### src/rtl/coherency_ctrl_pkg.sv
// Shared types and constants for the Cohort coherency watch/backoff path.
package coherency_ctrl_pkg;

  localparam int unsigned cache_line_num   = 4;
  localparam int unsigned backoff_width    = 16;
  localparam int unsigned addr_width       = 32;
  localparam int unsigned line_offset_bits = 6;
  // Wide enough to carry out-of-range sizes (up to 7) so they can be clamped.
  localparam int unsigned size_width       = $clog2(cache_line_num) + 1;

  typedef logic [addr_width-1:0]     addr_t;
  typedef logic [size_width-1:0]     size_t;
  typedef logic [backoff_width-1:0]  backoff_t;
  typedef logic [cache_line_num-1:0] line_mask_t;
  typedef addr_t [cache_line_num-1:0] addr_arr_t;

  typedef enum logic [1:0] {
    IDLE    = 2'd0,
    ARMED   = 2'd1,
    BACKOFF = 2'd2,
    NOTIFY  = 2'd3
  } watch_state_e;

  // Sizes above the entry count arm every entry.
  function automatic size_t clamp_size(input size_t size);
    return (size > size_t'(cache_line_num)) ? size_t'(cache_line_num) : size;
  endfunction

  // Same cache line when only the in-line offset bits differ.
  function automatic logic line_match(input addr_t a, input addr_t b);
    return ((a ^ b) >> line_offset_bits) == '0;
  endfunction

endpackage

### src/rtl/coherency_watch_backoff_if.sv
// Bus bundle between the coherency controller / snoop source and the watch block.
interface coherency_watch_backoff_if;
  import coherency_ctrl_pkg::*;

  logic       cfg_valid_i;
  logic       cfg_ready_o;
  size_t      cfg_size_i;
  addr_arr_t  cfg_addr_i;
  backoff_t   cfg_backoff_i;
  logic       inv_valid_i;
  addr_t      inv_addr_i;
  logic       disarm_i;
  logic       notify_valid_o;
  logic       notify_ready_i;
  line_mask_t notify_mask_o;
  logic       busy_o;

  // Controller / snoop / consumer side.
  modport master (
    output cfg_valid_i, cfg_size_i, cfg_addr_i, cfg_backoff_i,
    output inv_valid_i, inv_addr_i, disarm_i, notify_ready_i,
    input  cfg_ready_o, notify_valid_o, notify_mask_o, busy_o
  );

  // Watch block side.
  modport slave (
    input  cfg_valid_i, cfg_size_i, cfg_addr_i, cfg_backoff_i,
    input  inv_valid_i, inv_addr_i, disarm_i, notify_ready_i,
    output cfg_ready_o, notify_valid_o, notify_mask_o, busy_o
  );

endinterface

### src/rtl/coherency_backoff_cnt.sv
// Saturating backoff down-counter; expire flags the last backoff cycle
// (or a zero-length backoff at load time).
module coherency_backoff_cnt
  import coherency_ctrl_pkg::*;
(
  input  logic     clk_i,
  input  logic     rst_ni,
  input  logic     load,
  input  backoff_t load_value,
  input  logic     enable,
  input  logic     clear,
  output logic     expire
);

  backoff_t count_reg;

  // Clear has priority, then load, then a decrement that stops at zero.
  always_ff @(posedge clk_i or negedge rst_ni) begin
    if (!rst_ni) begin
      count_reg <= '0;
    end else if (clear) begin
      count_reg <= '0;
    end else if (load) begin
      count_reg <= load_value;
    end else if (enable && (count_reg != '0)) begin
      count_reg <= count_reg - backoff_t'(1);
    end
  end

  assign expire = load ? (load_value == '0) : (count_reg == backoff_t'(1));

endmodule

### src/rtl/coherency_watch_backoff.sv
// Watches a batch of cache lines against the invalidation stream and, after a
// backoff from the first hit, raises one notification with the hit mask.
module coherency_watch_backoff
  import coherency_ctrl_pkg::*;
(
  input  logic clk_i,
  input  logic rst_ni,
  coherency_watch_backoff_if.slave bus
);

  watch_state_e state_reg;
  line_mask_t   valid_reg;
  addr_arr_t    addr_reg;
  backoff_t     backoff_reg;
  line_mask_t   mask_reg;
  logic         notify_valid_reg;
  line_mask_t   notify_mask_reg;

  line_mask_t   hit;
  line_mask_t   cfg_valid_bits;
  size_t        cfg_size_eff;
  logic         disarm_act;
  logic         cnt_load;
  logic         cnt_enable;
  logic         cnt_clear;
  logic         cnt_expire;

  assign cfg_size_eff = clamp_size(bus.cfg_size_i);

  // Per-entry line compare and the valid bits a new batch would arm.
  for (genvar gi = 0; gi < int'(cache_line_num); gi++) begin : g_entry
    assign hit[gi] = valid_reg[gi] && bus.inv_valid_i
                     && line_match(addr_reg[gi], bus.inv_addr_i);
    assign cfg_valid_bits[gi] = size_t'(gi) < cfg_size_eff;
  end

  assign disarm_act = bus.disarm_i && ((state_reg == ARMED) || (state_reg == BACKOFF));
  assign cnt_load   = (state_reg == ARMED) && (|hit) && !bus.disarm_i;
  assign cnt_enable = (state_reg == BACKOFF) && !bus.disarm_i;
  assign cnt_clear  = disarm_act || ((state_reg == NOTIFY) && bus.notify_ready_i);

  coherency_backoff_cnt u_cnt (
    .clk_i      (clk_i),
    .rst_ni     (rst_ni),
    .load       (cnt_load),
    .load_value (backoff_reg),
    .enable     (cnt_enable),
    .clear      (cnt_clear),
    .expire     (cnt_expire)
  );

  // Watch FSM: arm on config, accumulate hits through backoff, hold notification.
  always_ff @(posedge clk_i or negedge rst_ni) begin
    if (!rst_ni) begin
      state_reg        <= IDLE;
      valid_reg        <= '0;
      addr_reg         <= '0;
      backoff_reg      <= '0;
      mask_reg         <= '0;
      notify_valid_reg <= 1'b0;
      notify_mask_reg  <= '0;
    end else begin
      case (state_reg)
        IDLE: begin
          // A zero-sized batch is accepted but arms nothing.
          if (bus.cfg_valid_i && (bus.cfg_size_i != '0)) begin
            addr_reg    <= bus.cfg_addr_i;
            backoff_reg <= bus.cfg_backoff_i;
            valid_reg   <= cfg_valid_bits;
            mask_reg    <= '0;
            state_reg   <= ARMED;
          end
        end
        ARMED: begin
          if (bus.disarm_i) begin
            valid_reg <= '0;
            mask_reg  <= '0;
            state_reg <= IDLE;
          end else if (|hit) begin
            mask_reg <= mask_reg | hit;
            if (cnt_expire) begin
              notify_valid_reg <= 1'b1;
              notify_mask_reg  <= mask_reg | hit;
              state_reg        <= NOTIFY;
            end else begin
              state_reg <= BACKOFF;
            end
          end
        end
        BACKOFF: begin
          if (bus.disarm_i) begin
            valid_reg <= '0;
            mask_reg  <= '0;
            state_reg <= IDLE;
          end else begin
            mask_reg <= mask_reg | hit;
            // Hits arriving in the final backoff cycle still make the mask.
            if (cnt_expire) begin
              notify_valid_reg <= 1'b1;
              notify_mask_reg  <= mask_reg | hit;
              state_reg        <= NOTIFY;
            end
          end
        end
        NOTIFY: begin
          if (bus.notify_ready_i) begin
            notify_valid_reg <= 1'b0;
            notify_mask_reg  <= '0;
            valid_reg        <= '0;
            mask_reg         <= '0;
            state_reg        <= IDLE;
          end
        end
        default: state_reg <= IDLE;
      endcase
    end
  end

  assign bus.cfg_ready_o    = (state_reg == IDLE);
  assign bus.busy_o         = (state_reg != IDLE);
  assign bus.notify_valid_o = notify_valid_reg;
  assign bus.notify_mask_o  = notify_mask_reg;

endmodule

### src/flat_wrapper.sv
// flat-port wrapper written by rule: the top's interface ports become plain ports
module coherency_watch_backoff_flat import coherency_ctrl_pkg::*;
  (clk_i, rst_ni, bus_cfg_valid_i, bus_cfg_size_i, bus_cfg_addr_i, bus_cfg_backoff_i, bus_inv_valid_i, bus_inv_addr_i, bus_disarm_i, bus_notify_ready_i, bus_cfg_ready_o, bus_notify_valid_o, bus_notify_mask_o, bus_busy_o);
  coherency_watch_backoff_if bus_i ();
  input  logic clk_i;
  input  logic rst_ni;
  input wire logic [$bits(bus_i.cfg_valid_i)-1:0] bus_cfg_valid_i;
  input wire logic [$bits(bus_i.cfg_size_i)-1:0] bus_cfg_size_i;
  input wire logic [$bits(bus_i.cfg_addr_i)-1:0] bus_cfg_addr_i;
  input wire logic [$bits(bus_i.cfg_backoff_i)-1:0] bus_cfg_backoff_i;
  input wire logic [$bits(bus_i.inv_valid_i)-1:0] bus_inv_valid_i;
  input wire logic [$bits(bus_i.inv_addr_i)-1:0] bus_inv_addr_i;
  input wire logic [$bits(bus_i.disarm_i)-1:0] bus_disarm_i;
  input wire logic [$bits(bus_i.notify_ready_i)-1:0] bus_notify_ready_i;
  output wire logic [$bits(bus_i.cfg_ready_o)-1:0] bus_cfg_ready_o;
  output wire logic [$bits(bus_i.notify_valid_o)-1:0] bus_notify_valid_o;
  output wire logic [$bits(bus_i.notify_mask_o)-1:0] bus_notify_mask_o;
  output wire logic [$bits(bus_i.busy_o)-1:0] bus_busy_o;
  assign bus_i.cfg_valid_i = bus_cfg_valid_i;
  assign bus_i.cfg_size_i = bus_cfg_size_i;
  assign bus_i.cfg_addr_i = bus_cfg_addr_i;
  assign bus_i.cfg_backoff_i = bus_cfg_backoff_i;
  assign bus_i.inv_valid_i = bus_inv_valid_i;
  assign bus_i.inv_addr_i = bus_inv_addr_i;
  assign bus_i.disarm_i = bus_disarm_i;
  assign bus_i.notify_ready_i = bus_notify_ready_i;
  assign bus_cfg_ready_o = bus_i.cfg_ready_o;
  assign bus_notify_valid_o = bus_i.notify_valid_o;
  assign bus_notify_mask_o = bus_i.notify_mask_o;
  assign bus_busy_o = bus_i.busy_o;
  coherency_watch_backoff u_core (.clk_i(clk_i), .rst_ni(rst_ni), .bus(bus_i));
endmodule
### config.mk
export PLATFORM = sky130hd
export DESIGN_NAME = coherency_watch_backoff_flat
export DESIGN_NICKNAME = d
export VERILOG_FILES = /design/src/rtl/coherency_ctrl_pkg.sv /design/src/rtl/coherency_watch_backoff_if.sv /design/src/rtl/coherency_backoff_cnt.sv /design/src/rtl/coherency_watch_backoff.sv /design/src/flat_wrapper.sv
export SDC_FILE = /design/constraint.sdc
export NUM_CORES = 1
export LEC_CHECK = 0
export BUFFER_PORTS_ARGS = -buffer_cell sky130_fd_sc_hd__buf_4
export CAP_MARGIN = 20
export CORE_MARGIN = 2
export CORE_UTILIZATION = 45
export CTS_CLUSTER_SIZE = 40
export DETAILED_ROUTE_END_ITERATION = 6
export PLACE_DENSITY_LB_ADDON = 0.1
export SYNTH_ARGS = -nofsm -noshare
export SYNTH_HDL_FRONTEND = slang
export SYNTH_HIERARCHICAL = 1
export SYNTH_SLANG_ARGS = --single-unit
### constraint.sdc
create_clock -name clk_i -period 10 [get_ports clk_i]
set_clock_uncertainty 0.15 [all_clocks]
set_input_delay 1.5 -clock clk_i [delete_from_list [all_inputs] [get_ports clk_i]]
set_output_delay 1.5 -clock clk_i [all_outputs]
set_load 0.1 [all_outputs]
==> flow_summary.toml, run 1 <==
[layout]
layout_common_cells = "164 x buf_4, 151 x dfrtp_1, 120 x mux2_2"
largest_register_ffs = 104
area_growth_pct = 26.9
antennaDiodeCount = 0
layout_commonest_cell = "buf_4"
final_layout_size_suffix_gt1_share_pct = 43.0
num-fill-cells = 1393
finalNetCount = 966

[global_routing]
antenna_found_initial = 0
grt_pass1_vias = 5692
grt_overflow = 0
track_usage_pct = 22.2
grt_pass1_wl_um = 29900
grt_max_degree = 78

[route]
drc = 0
antenna_left = 0
wl_per_cell_um = 19.0
dr.pass1.iters = 4
vias_per_cell = 5.28
wl_um = 19200
drtIter0Drc = 268
route.vias.total = 5326

[synth]
synthesis.nets = 801
synth.avg_cell_area_sq_um = 12.4
synth_edf_count = 0
syn_area_sq_mm = 0.00756
synthArstFlopShare_pct = 100
yosysSeqAreaShare_pct = 50.0
ys_dominant_reg_cell = "dfrtp_1"
ys_types = 56
yosysWarningCount = 6
synth_cells = 610
synth-seq-cells = 151

[die]
start_util_pct = 45.7
num_rows = 47
die_y_um = 134
dieArea_sq_mm = 0.0178
coreArea_sq_mm = 0.0165
die_width_um = 134
io_pins = 192

[clock_tree]
clock-root-buffer = "clkbuf_16"
cts_tree = "done"
postCtsHoldBufs = 0
clk_pin_slew_ns = 0.06
clk_latency_ns = 0.43
cts_setup_buffers = 0
htree_levels = 4
cts.repair.resized = 0
cts_buffer_depth = 2
cts.sinks = 151
cts_buffers = 17

[critical_path]
path_class = "input pin to flip-flop"
rrSetupSlack_ns = 5.67
cp_max_fo = 8
startpoint_type = "input pin"
critical_path_arrival_ns = 5.38
cp.required_ns = 10.20
critPathCaptureType = "flip-flop"

[power_and_ir_drop]
switching_power_uw = 932
p_total_uw = 2730
power_frac_seq_pct = 40.1
intPower_uw = 1800
ir_worst_vdd_v = 0.000166
powerDensity_mw_per_mm2 = 285
p_clk_share_pct = 24.4
p_leak_uw = 0.00420
swShare_pct = 34.1
p_comb_share_pct = 35.5

[timing]
drv_slew = 0
period_share_pct = 51.8
setup_violations = 0
rsz0062_at_grt = "false"
hold_viol = 0
max_freq_mhz = 193
setup_tns_ns = 0
worstMarginPinSlew_ns = 0.992
post-route-min-period_ns = 5.18
slew_headroom_pct = 33.9

[placement]
gp_congestion = 0.832
post-dp-hpwl_um = 14200
io_buffer_count = 161

[run]
drv_cap = 0

[status]
outcome = "complete, no violations"

[worst_hold_path]
min_path_type = "flip-flop to flip-flop"
-- synth_stat cells (5+ instances only) --
| cell | number | share of area, % |
|---|---|---|
| nor2_1 | 29 | 1.4 |
| nand4_1 | 13 | 1.1 |
| inv_1 | 10 | 0.50 |
| o21ai_0 | 10 | 0.66 |
| a21oi_1 | 12 | 0.79 |
| a211oi_1 | 14 | 1.4 |
| xor2_1 | 76 | 8.8 |
| dfrtp_1 | 151 | 50 |
| nor4_1 | 21 | 1.7 |
| nand3_1 | 5 | 0.33 |
| ha_1 | 6 | 0.99 |
| nor3_1 | 7 | 0.46 |
| clkbuf_1 | 16 | 0.79 |
| nand2_1 | 15 | 0.75 |
| mux2_2 | 120 | 18 |
| xnor2_1 | 38 | 4.4 |
-- worst max-delay path, cell delays in order --
cell	delay [ns]
buf_4	0.15
xnor2_1	0.23
nand4_1	0.13
nor4_1	0.60
and4_1	0.43
o311a_1	0.44
clkinv_1	0.14
nor2_1	0.15
nand4_1	0.14
or4_1	0.42
o21ai_0	0.20
inv_1	0.13
or4_4	0.57
o2bb2ai_1	0.15
-- per-layer routing --
layer	wire [um]	up-vias	GRT usage, %
li1	-	2526	-
met1	7980	2614	26.8
met2	9500	156	37.2
met3	1260	30	6.93
met4	463	0	8.45
met5	0	-	0
-- worst paths after layout --
kind | cells after the start | end | startpoint
min in group asynchronous | 1 | u_core/bus.notify_mask_o[0] | rst_ni
hold / removal | 1 | u_core/bus.notify_mask_o[3] | u_core/bus.notify_mask_o[3]
setup / recovery | 14 | u_core/bus.notify_mask_o[2] | bus_inv_addr_i[18]
hold reg to reg | 1 | u_core/bus.notify_mask_o[3] | u_core/bus.notify_mask_o[3]
setup reg to reg | 13 | u_core/bus.notify_mask_o[2] | u_core/addr_reg[38]
max in group asynchronous | 2 | u_core/addr_reg[119] | rst_ni
-- power groups by stage --
| stage | registers (uW) | logic (uW) | clock network (uW) |
|---|---|---|---|
| after floorplan | 1050 | 751 | 0 |
| final | 1100 | 970 | 668 |
| after global routing | 1130 | 1060 | 709 |
| after detailed placement | 1110 | 968 | 0 |
| after global placement | 1090 | 942 | 0 |
| after CTS | 1100 | 975 | 681 |
-- final cells by class --
| cell class | count | area, sq um | area share (%) |
|---|---|---|---|
| Sequential cell | 151 | 3780 | 39.4 |
| Tap cell | 220 | 275 | 2.87 |
| Clock buffer | 19 | 443 | 4.62 |
| Inverter | 11 | 41.3 | 0.431 |
| Multi-Input combinational cell | 429 | 3640 | 38.0 |
| Timing Repair Buffer | 165 | 1240 | 13.0 |
| Clock inverter | 13 | 170 | 1.77 |
-- stage by stage --
step                      instances  util [%]  instance area [sq um]  hold slack (ns)  setup slack (ns)
after detailed placement        976      54.3                   8980            0.327              4.36
after CTS                      1008      58.0                   9590            0.341              4.80
after global routing           1008      58.0                   9590            0.361              4.62
final                          1008      58.0                   9590            0.336              4.82
after global placement          976      54.3                   8980            0.322              4.36
after floorplan                 610         -                   7560            0.299              5.35
-- cells by family after synthesis --
kind of cell	after synthesis	synth area share, %
XOR/XNOR	114	13.2
AND/OR/NAND/NOR	124	9.70
buffers and inverters	30	1.85
adder cells (fa/ha/maj)	6	0.994
AO/OA/AOI/OAI	63	6.08
flip-flops	151	50.0
multiplexers	122	18.1
(Power assumes the default switching activity.)
==> inputs of run 2 (changes only) <==
- clock period: 10 -> 4.35 ns (I/O delays scaled with it)
==> flow_summary.toml, run 2 (synthesis gave the netlist of run 1 again) <==
[clock_tree]
clk_pin_slew_ns = 0.06
clock-root-buffer = "clkbuf_16"
htree_levels = 4
cts_tree = "done"
cts_buffer_depth = 2
cts_buffers = 17
cts.sinks = 151
clk_latency_ns = 0.43

[timing]
hold_viol = 0
rsz0062_at_grt = "false"
drv_slew = 0
slew_headroom_pct = 40.6
period_share_pct = 90.6
worstMarginPinSlew_ns = 0.882
post-route-min-period_ns = 3.94
setup_violations = 0
max_freq_mhz = 254

[route]
drc = 0
antenna_left = 0
vias_per_cell = 5.24
route.vias.total = 5350
wl_per_cell_um = 18.8
wl_um = 19200
dr.pass1.iters = 4
drtIter0Drc = 319

[critical_path]
critPathCaptureType = "flip-flop"
critPathTopFamily = "simple AND/OR/NAND/NOR gates"
startpoint_type = "flip-flop"
cp.required_ns = 4.55
slowest_delay_ns = 0.57
worstPathCellList = "xor2_1, nor4_1, buf_4, nand3_1, o22ai_2, o311a_1, clkinv_1, nor2_1, nand4_1, or4_1, o21ai_0, inv_1, or4_4, o2bb2ai_1"
critical_path_arrival_ns = 4.14
rrSetupSlack_ns = 0.41
r2r-end = "u_core/bus.notify_mask_o[2]"
path_class = "flip-flop to flip-flop"
critPathBufInv = 3
rr_startpoint = "u_core/addr_reg[25]"
reg2regPathDepth = 14
cp_max_fo = 5
slowest_stage = "or4_4"

[die]
dieArea_sq_mm = 0.0178
die_width_um = 134
start_util_pct = 45.7
io_pins = 192
coreArea_sq_mm = 0.0165
num_rows = 47
die_y_um = 134

[worst_hold_path]
worstHoldStart = "bus_cfg_addr_i[47]"
hold_end = "u_core/addr_reg[47]"
min_path_cells = 2
min_path_type = "input pin to flip-flop"

[global_routing]
grt_pass1_wl_um = 30400
track_usage_pct = 22.5
grt_max_degree = 109
grt_overflow = 0
antenna_found_initial = 0
grt_pass1_vias = 5808

[placement]
dp.cells = 989
post-dp-hpwl_um = 14400
io_buffer_count = 161
dpl-instance-area_sq_mm = 0.00910
gp_congestion = 0.835

[power_and_ir_drop]
ir_worst_vdd_v = 0.000316
powerDensity_mw_per_mm2 = 646
p_leak_uw = 0.00429

[layout]
largest_register_ffs = 104
design_area_sq_mm = 0.00975
layout_commonest_cell = "buf_4"
area_growth_pct = 29.0
layout_common_cells = "175 x buf_4, 151 x dfrtp_1, 120 x mux2_2"
num-fill-cells = 1346
instances_no_fill = 1021
antennaDiodeCount = 0
finalNetCount = 981
final_layout_size_suffix_gt1_share_pct = 44.1

[status]
outcome = "complete, no violations"

[run]
drv_cap = 0
==> run 2: cell types whose count changed in the layout (fill, tap and decap cells not counted) <==
cell           before  now
clkinv_2            1    2
clkbuf_8            1    2
buf_16              0    1
nor4_2              3    4
clkinv_4            3    1
clkbuf_1            1    0
inv_6               3    2
nor4_1             21   20
dlygate4sd3_1       0    1
buf_4             164  175
buf_12              0    2
==> run 2: power breakdown <==
part	internal [uW]	total, uW	switching [uW]
clock network	928	1510	586
registers	2050	2520	469
logic	1190	2260	1070
total	4170	6300	2130
==> run 2: what timing repair did <==
item                                   CTS  global route
setup endpoints to repair                0             1
buffers inserted                         0             0
endpoints found under the hold margin    0            31
hold buffers                             0             1
gates resized for setup                  0             1
==> run 2: worst max path at each step <==
stage / from / to / slack [ns] / depth (start not counted)
2_1_floorplan: bus_inv_addr_i[22] / u_core/bus.notify_mask_o[2] / 0.55 / 14
3_3_place_gp: bus_inv_addr_i[29] / u_core/bus.notify_mask_o[2] / 0.07 / 15
3_5_place_dp: bus_inv_addr_i[29] / u_core/bus.notify_mask_o[2] / -0.004 / 15
4_1_cts: u_core/addr_reg[61] / u_core/bus.notify_mask_o[2] / 0.40 / 14
5_1_grt: u_core/addr_reg[25] / u_core/bus.notify_mask_o[3] / 0.05 / 14
6_report: u_core/addr_reg[25] / u_core/bus.notify_mask_o[2] / 0.41 / 14
==> run 2: stage by stage <==
step	TNS (ns)	setup WS, ns	util, %	hold slack [ns]	total power, uW
after global routing	0	0.0502	59.0	0.279	6690
after CTS	0	0.405	58.7	0.261	6340
final	0	0.411	59.0	0.304	6300
after detailed placement	-0.00445	-0.00445	55.1	0.320	4800
after floorplan	0	0.551	-	0.207	4140
after global placement	0	0.0705	55.1	0.322	4700
==> run 2: cell type report <==
class,count,area [sq um],area share (%)
clock buffer,19,453,4.65
timing repair buffer,180,1400,14.4
multi-input combinational,429,3650,37.4
tap,220,275,2.82
sequential,151,3780,38.8
inverter,11,41.3,0.424
clock inverter,11,149,1.53
==> run 2: routing by layer <==
layer | up-vias | GRT usage [%] | part of all wire [%] | wire length (um)
met5 | - | 0 | 0 | 0
met4 | 0 | 8.16 | 2.4 | 467
met3 | 25 | 6.58 | 5.5 | 1070
met2 | 140 | 37.7 | 50 | 9660
met1 | 2638 | 27.6 | 42 | 8010
li1 | 2547 | - | - | -
==> inputs of run 3 (changes only) <==
- SYNTH_HIERARCHICAL: 1 -> default
==> flow_summary.toml, run 3 <==
[global_routing]
grt_pass1_wl_um = 31000
antenna_found_initial = 0
track_usage_pct = 23.0
grt_pass1_vias = 5950
grt_overflow = 0
grt_max_degree = 88

[synth]
yosys.area.top_type_share_pct = 49.9
ys_dominant_reg_cell = "dfrtp_1"
synth_cells = 618
synth_edf_count = 0
yosysMostFrequentCell = "dfrtp_1"
synth_common_cells = "151 x dfrtp_1, 124 x mux2_2, 108 x xor2_1, 38 x nor4_1, 37 x nor2_1"
synth-seq-cells = 151
synth_area_leader_cell = "dfrtp_1"
synthesis.nets = 809
synth_area_leaders = "dfrtp_1 50%, mux2_2 18%, xor2_1 12%, nor4_1 3.1%, nor2_1 1.8%"
synth.avg_cell_area_sq_um = 12.3
synthArstFlopShare_pct = 100
yosysWarningCount = 0
yosysSeqAreaShare_pct = 49.9
ys_types = 49
syn_area_sq_mm = 0.00758

[layout]
num-fill-cells = 1378
antennaDiodeCount = 0
final_layout_size_suffix_gt1_share_pct = 41.7
largest_register_ffs = 104
design_area_sq_mm = 0.00968
layout_common_cells = "164 x buf_4, 151 x dfrtp_1, 124 x mux2_2"
instances_no_fill = 1019
area_growth_pct = 27.8
layout_commonest_cell = "buf_4"
finalNetCount = 977

[power_and_ir_drop]
intPower_uw = 4270
p_total_uw = 6700
switching_power_uw = 2420
power_frac_seq_pct = 38.4
p_comb_share_pct = 39.0
p_leak_uw = 0.00435
swShare_pct = 36.2
ir_worst_vdd_v = 0.000368
powerDensity_mw_per_mm2 = 692
p_clk_share_pct = 22.6

[route]
antenna_left = 0
wl_per_cell_um = 19.4
drc = 0
route.vias.total = 5424
wl_um = 19800
drtIter0Drc = 308
vias_per_cell = 5.32
dr.pass1.iters = 4

[die]
die_width_um = 134
num_rows = 47
dieArea_sq_mm = 0.0179
die_y_um = 134
io_pins = 192
coreArea_sq_mm = 0.0165
start_util_pct = 45.8

[timing]
hold_viol = 0
rsz0062_at_grt = "false"
setup_tns_ns = 0
setup_violations = 0
period_share_pct = 70.3
post-route-min-period_ns = 3.06
drv_slew = 0
worstMarginPinSlew_ns = 0.820
slew_headroom_pct = 45.4
max_freq_mhz = 327
whs_ns = 0.129

[run]
drv_cap = 0

[critical_path]
cp.required_ns = 4.51
startpoint_type = "flip-flop"
slowest_delay_ns = 0.55
slowest_stage = "nor4_1"
critPathCaptureType = "flip-flop"
startpoint = "u_core.addr_reg[122]"
cp_max_fo = 8
critical_path_arrival_ns = 3.21
path_class = "flip-flop to flip-flop"
rr_startpoint = "u_core.addr_reg[122]"
worstPathCellList = "xor2_1, nor4_1, nand3_1, nor3_2, nor4_2, a221oi_4, o21ai_1, a22o_1"

[clock_tree]
cts_setup_buffers = 0
htree_levels = 4
clock-root-buffer = "clkbuf_16"
cts.sinks = 151
cts.repair.resized = 0
cts_tree = "done"
clk_pin_slew_ns = 0.06
clk_latency_ns = 0.42
cts_buffers = 17
postCtsHoldBufs = 0
cts_buffer_depth = 2

[status]
outcome = "complete, no violations"

[placement]
io_buffer_count = 161
gp_congestion = 0.854
dp.cells = 986
dpl-instance-area_sq_mm = 0.00906
post-dp-hpwl_um = 15300

[worst_hold_path]
min_path_type = "input pin to asynchronous set/reset pin"
[run 3: metal layers]
layer  part of all wire, %  track usage, %  wire, um  vias up
met5                     0               0         0        -
met4                   3.0            9.04       584        0
met3                   6.3            5.78      1240       33
met2                    50            39.2      9930      167
met1                    41            28.1      8000     2668
li1                      -               -         -     2556
[run 3: worst paths after layout]
kind	endpoint	slack [ns]	depth (start not counted)
min in group clk_i	u_core.addr_reg[21]	0.31	2
max in group asynchronous	u_core.backoff_reg[14]	2.94	2
worst min-delay path	u_core.addr_reg[92]	0.13	1
worst max-delay path	u_core.state_reg[1]	1.29	8
worst max register to register	u_core.state_reg[1]	1.29	8
worst min register to register	u_core.mask_reg[2]	0.35	2
[run 3: cell families after synthesis]
logic type                 after synthesis  share of synthesized area (%)
DFF                                    151                           49.9
and+or+nand+nor                        141                           10.4
muxes                                  127                           18.8
xor gates and xnor gates               118                           13.6
AOI/OAI and AO/OA                       48                           4.94
buffers and inverters                   27                           1.34
adders and majority gates                6                          0.991
[run 3: power by group through the flow]
stage	registers [uW]	clock network (uW)	logic, uW
after floorplan	2490	0	1910
after global routing	2650	1610	2830
after CTS	2570	1540	2620
final	2570	1520	2610
after global placement	2550	0	2530
after detailed placement	2590	0	2610
[run 3: final cells by class]
cell class                 count  area, sq um  share of cell area (%)
multi-input combinational    440         3710                    38.3
timing repair buffer         167         1270                    13.2
inverter                       9         33.8                   0.349
tap                          220          275                    2.84
sequential                   151         3780                    39.0
clock buffer                  21          460                    4.76
clock inverter                11          146                    1.51
[run 3: stage by stage]
stage	setup WS, ns	util (%)
after floorplan	0.878	-
after CTS	1.35	58.5
final	1.29	58.6
after global routing	1.05	58.6
after global placement	0.970	54.8
after detailed placement	0.924	54.8
[run 3: critical path: cells and delay by family, from the launching register on]
kind	cells	cell delay, ns
flip-flops	1	0.39
XOR/XNOR	1	0.18
AND/OR/NAND/NOR	4	1.36
AO/OA/AOI/OAI	3	0.86
